`src/rtl/glitch_trigger_sequencer.sv`:
```
// glitch_trigger_sequencer
//
// Multi-channel delayed-trigger generator for the glitch-clock injection
// path. A rising edge on trig_in is accepted when the block is armed and
// every channel is idle. Each enabled channel then latches its delay and
// width settings. It waits F fine cycles plus C coarse blocks of BLK_LEN
// cycles, and then drives trig_out for max(W,1) cycles.
//
// Ports
//   clk         single clock, rising edge
//   rst_in      asynchronous active-high reset
//   trig_in     target trigger, already synchronous to clk
//   arm         one-cycle pulse, sets the armed flag
//   auto_rearm  1: keep armed set after an accepted edge
//   ch_en       per-channel enable, sampled on the accepted edge
//   fine_dly    per-channel fine delay F, channel i at [i*CNT_W +: CNT_W]
//   coarse_dly  per-channel coarse block count C, same packing
//   pulse_w     per-channel pulse width W, channel i at [i*PW_W +: PW_W]
//   armed       armed flag
//   trig_out    delayed trigger pulses
//   busy        channel is in FINE, COARSE or PULSE
//   done        one-cycle pulse on the last high cycle of trig_out
module glitch_trigger_sequencer #(
  parameter int N_CH    = 4,
  parameter int CNT_W   = 16,
  parameter int PW_W    = 8,
  parameter int BLK_LEN = 577
) (
  input  logic                    clk,
  input  logic                    rst_in,
  input  logic                    trig_in,
  input  logic                    arm,
  input  logic                    auto_rearm,
  input  logic [N_CH-1:0]         ch_en,
  input  logic [N_CH*CNT_W-1:0]   fine_dly,
  input  logic [N_CH*CNT_W-1:0]   coarse_dly,
  input  logic [N_CH*PW_W-1:0]    pulse_w,
  output logic                    armed,
  output logic [N_CH-1:0]         trig_out,
  output logic [N_CH-1:0]         busy,
  output logic [N_CH-1:0]         done
);

  localparam int BLK_W = $clog2(BLK_LEN + 1);
  localparam logic [BLK_W-1:0] BLK_LAST = BLK_W'(BLK_LEN);

  typedef enum logic [1:0] {
    S_IDLE,
    S_FINE,
    S_COARSE,
    S_PULSE
  } state_t;

  logic trig_prev_reg;
  logic armed_reg;
  logic accept;

  // A new sequence may only start when every channel has finished. Edges
  // seen while any channel is busy are dropped and do not restart anything.
  assign accept = trig_in & ~trig_prev_reg & armed_reg & ~(|busy);
  assign armed  = armed_reg;

  always_ff @(posedge clk or posedge rst_in) begin
    if (rst_in) begin
      trig_prev_reg <= 1'b0;
      armed_reg     <= 1'b0;
    end else begin
      trig_prev_reg <= trig_in;
      // arm wins over the clear caused by a same-cycle accepted edge.
      armed_reg     <= arm | (armed_reg & ~(accept & ~auto_rearm));
    end
  end

  for (genvar gi = 0; gi < N_CH; gi++) begin : g_ch
    state_t             state_reg, state_next;
    logic [CNT_W-1:0]   fine_cnt_reg, fine_cnt_next;
    logic [CNT_W-1:0]   blk_idx_reg, blk_idx_next;
    logic [BLK_W-1:0]   blk_cnt_reg, blk_cnt_next;
    logic [PW_W-1:0]    pw_cnt_reg, pw_cnt_next;
    logic [CNT_W-1:0]   f_reg, f_next;
    logic [CNT_W-1:0]   c_reg, c_next;
    logic [PW_W-1:0]    w_reg, w_next;
    logic [PW_W-1:0]    w_eff_reg, w_eff_next;
    logic [CNT_W-1:0]   f_in, c_in;
    logic [PW_W-1:0]    w_in;
    logic               trig_reg, busy_reg, done_reg;

    assign f_in = fine_dly[gi*CNT_W +: CNT_W];
    assign c_in = coarse_dly[gi*CNT_W +: CNT_W];
    assign w_in = pulse_w[gi*PW_W +: PW_W];

    // A zero width still produces a single-cycle pulse.
    assign w_eff_reg  = (w_reg == '0) ? PW_W'(1) : w_reg;
    assign w_eff_next = (w_next == '0) ? PW_W'(1) : w_next;

    // Every counter runs from 1 up to its latched limit and is compared
    // for equality. An all-ones limit therefore never wraps, and the
    // coarse delay is C nested blocks, so no multiplier is needed.
    always_comb begin
      state_next    = state_reg;
      fine_cnt_next = fine_cnt_reg;
      blk_idx_next  = blk_idx_reg;
      blk_cnt_next  = blk_cnt_reg;
      pw_cnt_next   = pw_cnt_reg;
      f_next        = f_reg;
      c_next        = c_reg;
      w_next        = w_reg;
      case (state_reg)
        S_IDLE: begin
          if (accept && ch_en[gi]) begin
            f_next = f_in;
            c_next = c_in;
            w_next = w_in;
            if (f_in != '0) begin
              state_next    = S_FINE;
              fine_cnt_next = CNT_W'(1);
            end else if (c_in != '0) begin
              state_next   = S_COARSE;
              blk_cnt_next = BLK_W'(1);
              blk_idx_next = CNT_W'(1);
            end else begin
              state_next  = S_PULSE;
              pw_cnt_next = PW_W'(1);
            end
          end
        end
        S_FINE: begin
          if (fine_cnt_reg == f_reg) begin
            fine_cnt_next = '0;
            if (c_reg != '0) begin
              state_next   = S_COARSE;
              blk_cnt_next = BLK_W'(1);
              blk_idx_next = CNT_W'(1);
            end else begin
              state_next  = S_PULSE;
              pw_cnt_next = PW_W'(1);
            end
          end else begin
            fine_cnt_next = fine_cnt_reg + CNT_W'(1);
          end
        end
        S_COARSE: begin
          if (blk_cnt_reg == BLK_LAST) begin
            if (blk_idx_reg == c_reg) begin
              blk_cnt_next = '0;
              blk_idx_next = '0;
              state_next   = S_PULSE;
              pw_cnt_next  = PW_W'(1);
            end else begin
              blk_cnt_next = BLK_W'(1);
              blk_idx_next = blk_idx_reg + CNT_W'(1);
            end
          end else begin
            blk_cnt_next = blk_cnt_reg + BLK_W'(1);
          end
        end
        S_PULSE: begin
          if (pw_cnt_reg >= w_eff_reg) begin
            state_next  = S_IDLE;
            pw_cnt_next = '0;
          end else begin
            pw_cnt_next = pw_cnt_reg + PW_W'(1);
          end
        end
        default: begin
          state_next = S_IDLE;
        end
      endcase
    end

    // The outputs are registered from the next-state values. They change
    // only on a clock edge and never glitch on the way to the clock-select
    // logic.
    always_ff @(posedge clk or posedge rst_in) begin
      if (rst_in) begin
        state_reg    <= S_IDLE;
        fine_cnt_reg <= '0;
        blk_idx_reg  <= '0;
        blk_cnt_reg  <= '0;
        pw_cnt_reg   <= '0;
        f_reg        <= '0;
        c_reg        <= '0;
        w_reg        <= '0;
        trig_reg     <= 1'b0;
        busy_reg     <= 1'b0;
        done_reg     <= 1'b0;
      end else begin
        state_reg    <= state_next;
        fine_cnt_reg <= fine_cnt_next;
        blk_idx_reg  <= blk_idx_next;
        blk_cnt_reg  <= blk_cnt_next;
        pw_cnt_reg   <= pw_cnt_next;
        f_reg        <= f_next;
        c_reg        <= c_next;
        w_reg        <= w_next;
        trig_reg     <= (state_next == S_PULSE);
        busy_reg     <= (state_next != S_IDLE);
        done_reg     <= (state_next == S_PULSE) && (pw_cnt_next == w_eff_next);
      end
    end

    assign trig_out[gi] = trig_reg;
    assign busy[gi]     = busy_reg;
    assign done[gi]     = done_reg;
  end

endmodule
```
`config.mk`:
```
export PLATFORM = sky130hd
export DESIGN_NAME = glitch_trigger_sequencer
export DESIGN_NICKNAME = d
export VERILOG_FILES = /design/src/rtl/glitch_trigger_sequencer.sv
export SDC_FILE = /design/constraint.sdc
export NUM_CORES = 1
export LEC_CHECK = 0
export BUFFER_PORTS_ARGS = -buffer_cell sky130_fd_sc_hd__buf_2
export CORE_MARGIN = 3
export CORE_UTILIZATION = 35
export CTS_CLUSTER_DIAMETER = 30
export DETAILED_ROUTE_END_ITERATION = 12
export GPL_TIMING_DRIVEN = 0
export RECOVER_POWER = 25
export SYNTH_ARGS = -nofsm -noshare
export SYNTH_HDL_FRONTEND = slang
export SYNTH_SLANG_ARGS = --single-unit
```
`constraint.sdc`:
```
create_clock -name clk -period 12.6 [get_ports clk]
set_clock_uncertainty 0.2 [all_clocks]
set_input_delay 1.26 -clock clk [delete_from_list [all_inputs] [get_ports clk]]
set_output_delay 1.26 -clock clk [all_outputs]
set_load 0.05 [all_outputs]
```
== Yosys cells after proc, flatten, opt, wreduce, memory -nomap -nowiden ==
Cells that the tools add are included.
Word-level totals
  word-level logic and storage cells: 365
  flip-flop bits (word level): 382
  bits of input ports: 169
Cells by class
  bitwise gates (word level): 10
  magnitude comparators: 4
  reduce and logical (&&, ||, !) cells: 61
  add/sub/neg operators: 16
  multiplexer cells: 168
  equality and inequality tests: 60
Operator list (count)
  $mux 16: 40
  $mux 8: 48
  $mux 10: 24
  $pmux 16 s3: 4
  $reduce_bool 16->1: 12
  $add 16x1->16 const B: 8
  $eq 16x16->1: 8
  $pmux 16 s2: 4
  $pmux 8 s4: 4
  $pmux 10 s3: 4
  $logic_not 8->1: 8
  $ne 2x2->1 const B: 28
  $mux 2: 24
  $add 10x1->10 const B: 4
  $eq 10x10->1 const B: 4
  $add 8x1->8 const B: 4
  $eq 8x8->1: 4
  $ge 8x8->1: 4
  $pmux 2 s4: 4
  $reduce_and 7->1: 4
  $eq 2x2->1 const B: 12
  $reduce_and 6->1: 4
  $reduce_bool 2->1: 8
  $mux 1: 12
  other kinds (10): 39

== Logic depth before layout (Yosys ltp) ==
  word-level depth: 11
  mapped depth: 14

== Worst setup path after synthesis ==
OpenSTA, ideal clock, no wires.
  path type: input to register
  from: input fine_dly[35]
  to: register g_ch[2].done_reg
  stages: 10
  setup slack: 8.824 ns
  data required time: 12.289 ns
  data arrival time: 3.465 ns
  path through: nor4_1 -> and4_1 -> nand3_1 -> o21a_1 -> or3_1 -> buf_2 -> a21oi_1 -> xor2_1 -> or3_1 -> a2111oi_2
On the way
  longest elaborated chain between the ends: 6
  elaborated cells on any way between the ends: 10
  those cells by class: eq/ne: 2; mux: 6; reduce/logical: 2
RTL lines
  start, declared: RTL line 35  | input logic [N_CH*CNT_W-1:0] fine_dly,
  $reduce_bool 16->1: RTL line 114  | if (f_in != '0) begin
  $mux 8: RTL line 114
  $mux 8: RTL line 110  | if (accept && ch_en[gi]) begin
  $pmux 8 s4: RTL line 108  | case (state_reg)
  net g_ch[2].pw_cnt_next[0]: RTL line 79  | logic [PW_W-1:0] pw_cnt_reg, pw_cnt_next;
  $eq 8x8->1: RTL line 198  | done_reg <= (state_next == S_PULSE) && (pw_cnt_next == w_eff_next);
  $logic_and 1x1->1: RTL line 198
  end signal, assigned: RTL line 198
  end, declared: RTL line 86  | logic trig_reg, busy_reg, done_reg;
The timed path passes the listed nets, and every way through them passes these cells.
A chain may end at the register's enable or synchronous reset.

== Final worst setup path ==
  from: input trig_in
  to: register g_ch[0].blk_idx_reg[4]
On the way
  longest elaborated chain between the ends: 6
RTL lines
  start, declared: RTL line 31  | input logic trig_in,
  $and 1x1->1 (3 in series): RTL line 60  | assign accept = trig_in & ~trig_prev_reg & armed_reg & ~(|busy);
  $logic_and 1x1->1: RTL line 110
  $ne 2x2->1 (no line)
  $reduce_and 7->1 (no line)
  end signal, assigned: RTL line 190  | blk_idx_reg <= blk_idx_next;
  end, declared: RTL line 77  | logic [CNT_W-1:0] blk_idx_reg, blk_idx_next;
No other way between the ends.

==> results.ini <==
[placement]
place_inst = 3264
place.detailed.hpwl_mm = 40.2
place_area_mm2 = 0.0227
io_buffer_count = 181
place_congestion = 0.843

[clocking]
post_cts_buffers = 0
hold_buffers = 0
htree_levels = 3
cts_resized = 0
cts_sinks = 382
cts_buffer_depth = 3
cts_buffers = 100
cts_tree = yes
clock_latency_ns = 0.62
cts-root-buf = clkbuf_16
clk_pin_slew_worst_paths_ns = 0.04

[setup_path]
arrival_ns = 4.96
start_kind = input port
crit_slowest_cell = clkbuf_1
worstPathCellList = clkbuf_1, and3b_1, clkbuf_1, and2_1, clkbuf_1, nand3_1, a21oi_1, nand2_1, or2_2, clkbuf_1, o31ai_1
path_class = input port to flop
crit_path_end_kind = flop
slowest_delay_ns = 0.78
cpMostUsedCell = clkbuf_1
worstPathRequired_ns = 12.92
cp_max_fo = 10

[floorplan]
num_rows = 88
core_mm2 = 0.0582
ios = 182
floorplan.initialDensity_pct = 35.7
dieArea_mm2 = 0.0624
die_x_um = 250
die_h_um = 250

[power_and_ir_drop]
p_clk_share_pct = 67.9
vdd_drop_max_mv = 0.123
internal-power_uw = 3230
seq_power_share_pct = 30.4
p_sw_share_pct = 20.2
combPwrFrac_pct = 1.7
switchingPower_uw = 819
leakage_uw = 0.0126
power.density_mw_per_mm2 = 153

[finish]
fillers = 5525
nNetsFinal = 2822
final_common_cell = nand2_1
fin_cells = 3452
final_cell_mix = nand2_1 (463), dfrtp_1 (382), buf_2 (181)
design_area_mm2 = 0.0264
drive_gt1_share_pct = 16.4
synthToLayoutAreaGrowth_pct = 27.2

[grt]
track_usage_pct = 17.6
grt_pass1_wl_mm = 92.0
antenna_found_initial = 2
grt_max_degree = 121
grt-ovfl-total = 0
grt_pass1_vias = 18100

[run]
max_cap_viol_count = 1

[logic_synthesis]
synth_ff_type = dfrtp_1
synth_edf_count = 0
yosysUniqueCellTypes = 74
synthArstFlopShare_pct = 100
synth-seq-cells = 382
yosysSeqAreaShare_pct = 46.0
yosys_warnings = 0
syn_area_per_cell_um2 = 8.98
synthCells = 2315
syn-cell-area_mm2 = 0.0208
syn-num-nets = 2536

[drt]
num_vias = 17800
wl_per_cell_um = 15.9
post-route-drc-count = 0
postRouteWirelength_mm = 54.8
dr.first_iter.drc_count = 1036
drtAntennaViolNets = 0
dr.pass1.iters = 5
viasPerCell = 5.15

[run_status]
violations = capacitance limit, slew limit
status = finished, violations left

[worst_hold_path]
min_path_type = flop to flop

[sta]
timing.setup.tns_ns = 0
drv_slew = 58
holdWs_ns = 0.288
layout_min_cycle_time_ns = 4.64
clock.fmax_mhz = 215
rsz0062_at_grt = false
setup_viol = 0
tightestPinTransition_ns = 2.79
slew_headroom_pct = -86.8
min_period_over_period_pct = 36.9
hold_viol = 0

logic make-up after synthesis:
group                    Yosys count  share of synthesized area [%]
flip-flops                       382                           46.0
AO/OA/AOI/OAI                    371                           10.9
AND/OR/NAND/NOR                 1073                           24.6
XOR/XNOR                         229                           9.68
buffers and inverters            158                           3.11
adder cells (fa/ha/maj)           52                           3.13
multiplexers                      50                           2.64
cells in the mapped netlist (all sizes together), types with 12 or more instances:
cell	count	area, µm²
inv	76	285
nand3	71	355
nor4	72	505
mux2i	12	120
or3	17	106
a31oi	20	125
clkbuf	63	236
dfrtp	382	9560
o21ai	155	776
mux2	38	428
nor3	43	215
buf	19	125
o31ai	18	135
nand2	463	1740
or2	13	81.3
a211oi	15	113
xor2	96	841
nor2b	13	81.3
and2	14	87.6
and3	64	400
nand2b	34	213
nor2	174	653
xnor2	133	1170
nand4	64	400
ha	52	651
a21oi	78	390
critical path, delay by kind of cell:
kind	cells	cell delay [ns]
buf+inv	4	1.53
simple gates	5	1.45
compound gates	2	0.70
layout make-up:
| type | count | area, µm² | share of cell area [%] |
|---|---|---|---|
| Multi-Input combinational cell | 1775 | 10600 | 40.0 |
| Sequential cell | 382 | 9560 | 36.2 |
| Clock buffer | 125 | 2820 | 10.7 |
| Timing Repair Buffer | 184 | 987 | 3.73 |
| Tap cell | 765 | 957 | 3.62 |
| Clock inverter | 62 | 883 | 3.34 |
| Buffer | 82 | 362 | 1.37 |
| Inverter | 76 | 287 | 1.08 |
| Antenna cell | 1 | 2.50 | 0.00946 |
per-layer routing:
layer	share of wire [%]	up-vias	GRT usage, %
li1	-	8663	-
met1	47	8593	24.3
met2	46	420	27.8
met3	4.6	103	3.64
met4	2.5	0	5.59
met5	0	-	0
final timing paths:
kind | start | end | slack (ns) | depth (start not counted)
worst min register to register | g_ch[1].f_reg[11] | g_ch[1].f_reg[11] | 0.29 | 2
worst min-delay path | g_ch[1].f_reg[11] | g_ch[1].f_reg[11] | 0.29 | 2
worst max register to register | g_ch[3].busy_reg | g_ch[0].blk_idx_reg[4] | 8.18 | 9
min in group asynchronous | rst_in | g_ch[0].done_reg | 1.22 | 2
worst max-delay path | trig_in | g_ch[0].blk_idx_reg[4] | 7.96 | 11
max in group asynchronous | rst_in | g_ch[3].fine_cnt_reg[9] | 9.13 | 4
per-stage QoR:
stage               total power (µW)  setup WS, ns  util, %
floorplan                       1270         0.526        -
global placement                1320         -4.01     38.9
detailed placement              1320          7.17     39.0
CTS                             4110          7.83     45.4
global route                    4190          7.50     45.4
finish                          4050          7.96     45.4
power by group through the flow:
stage | clock, µW | sequential, µW | combinational (µW)
3_3_place_gp | 0 | 1250 | 64.8
2_1_floorplan | 0 | 1250 | 21.1
3_5_place_dp | 0 | 1250 | 69.4
4_1_cts | 2810 | 1230 | 69.7
5_1_grt | 2880 | 1230 | 76.6
6_report | 2750 | 1230 | 66.9
(Power assumes the default switching activity.)
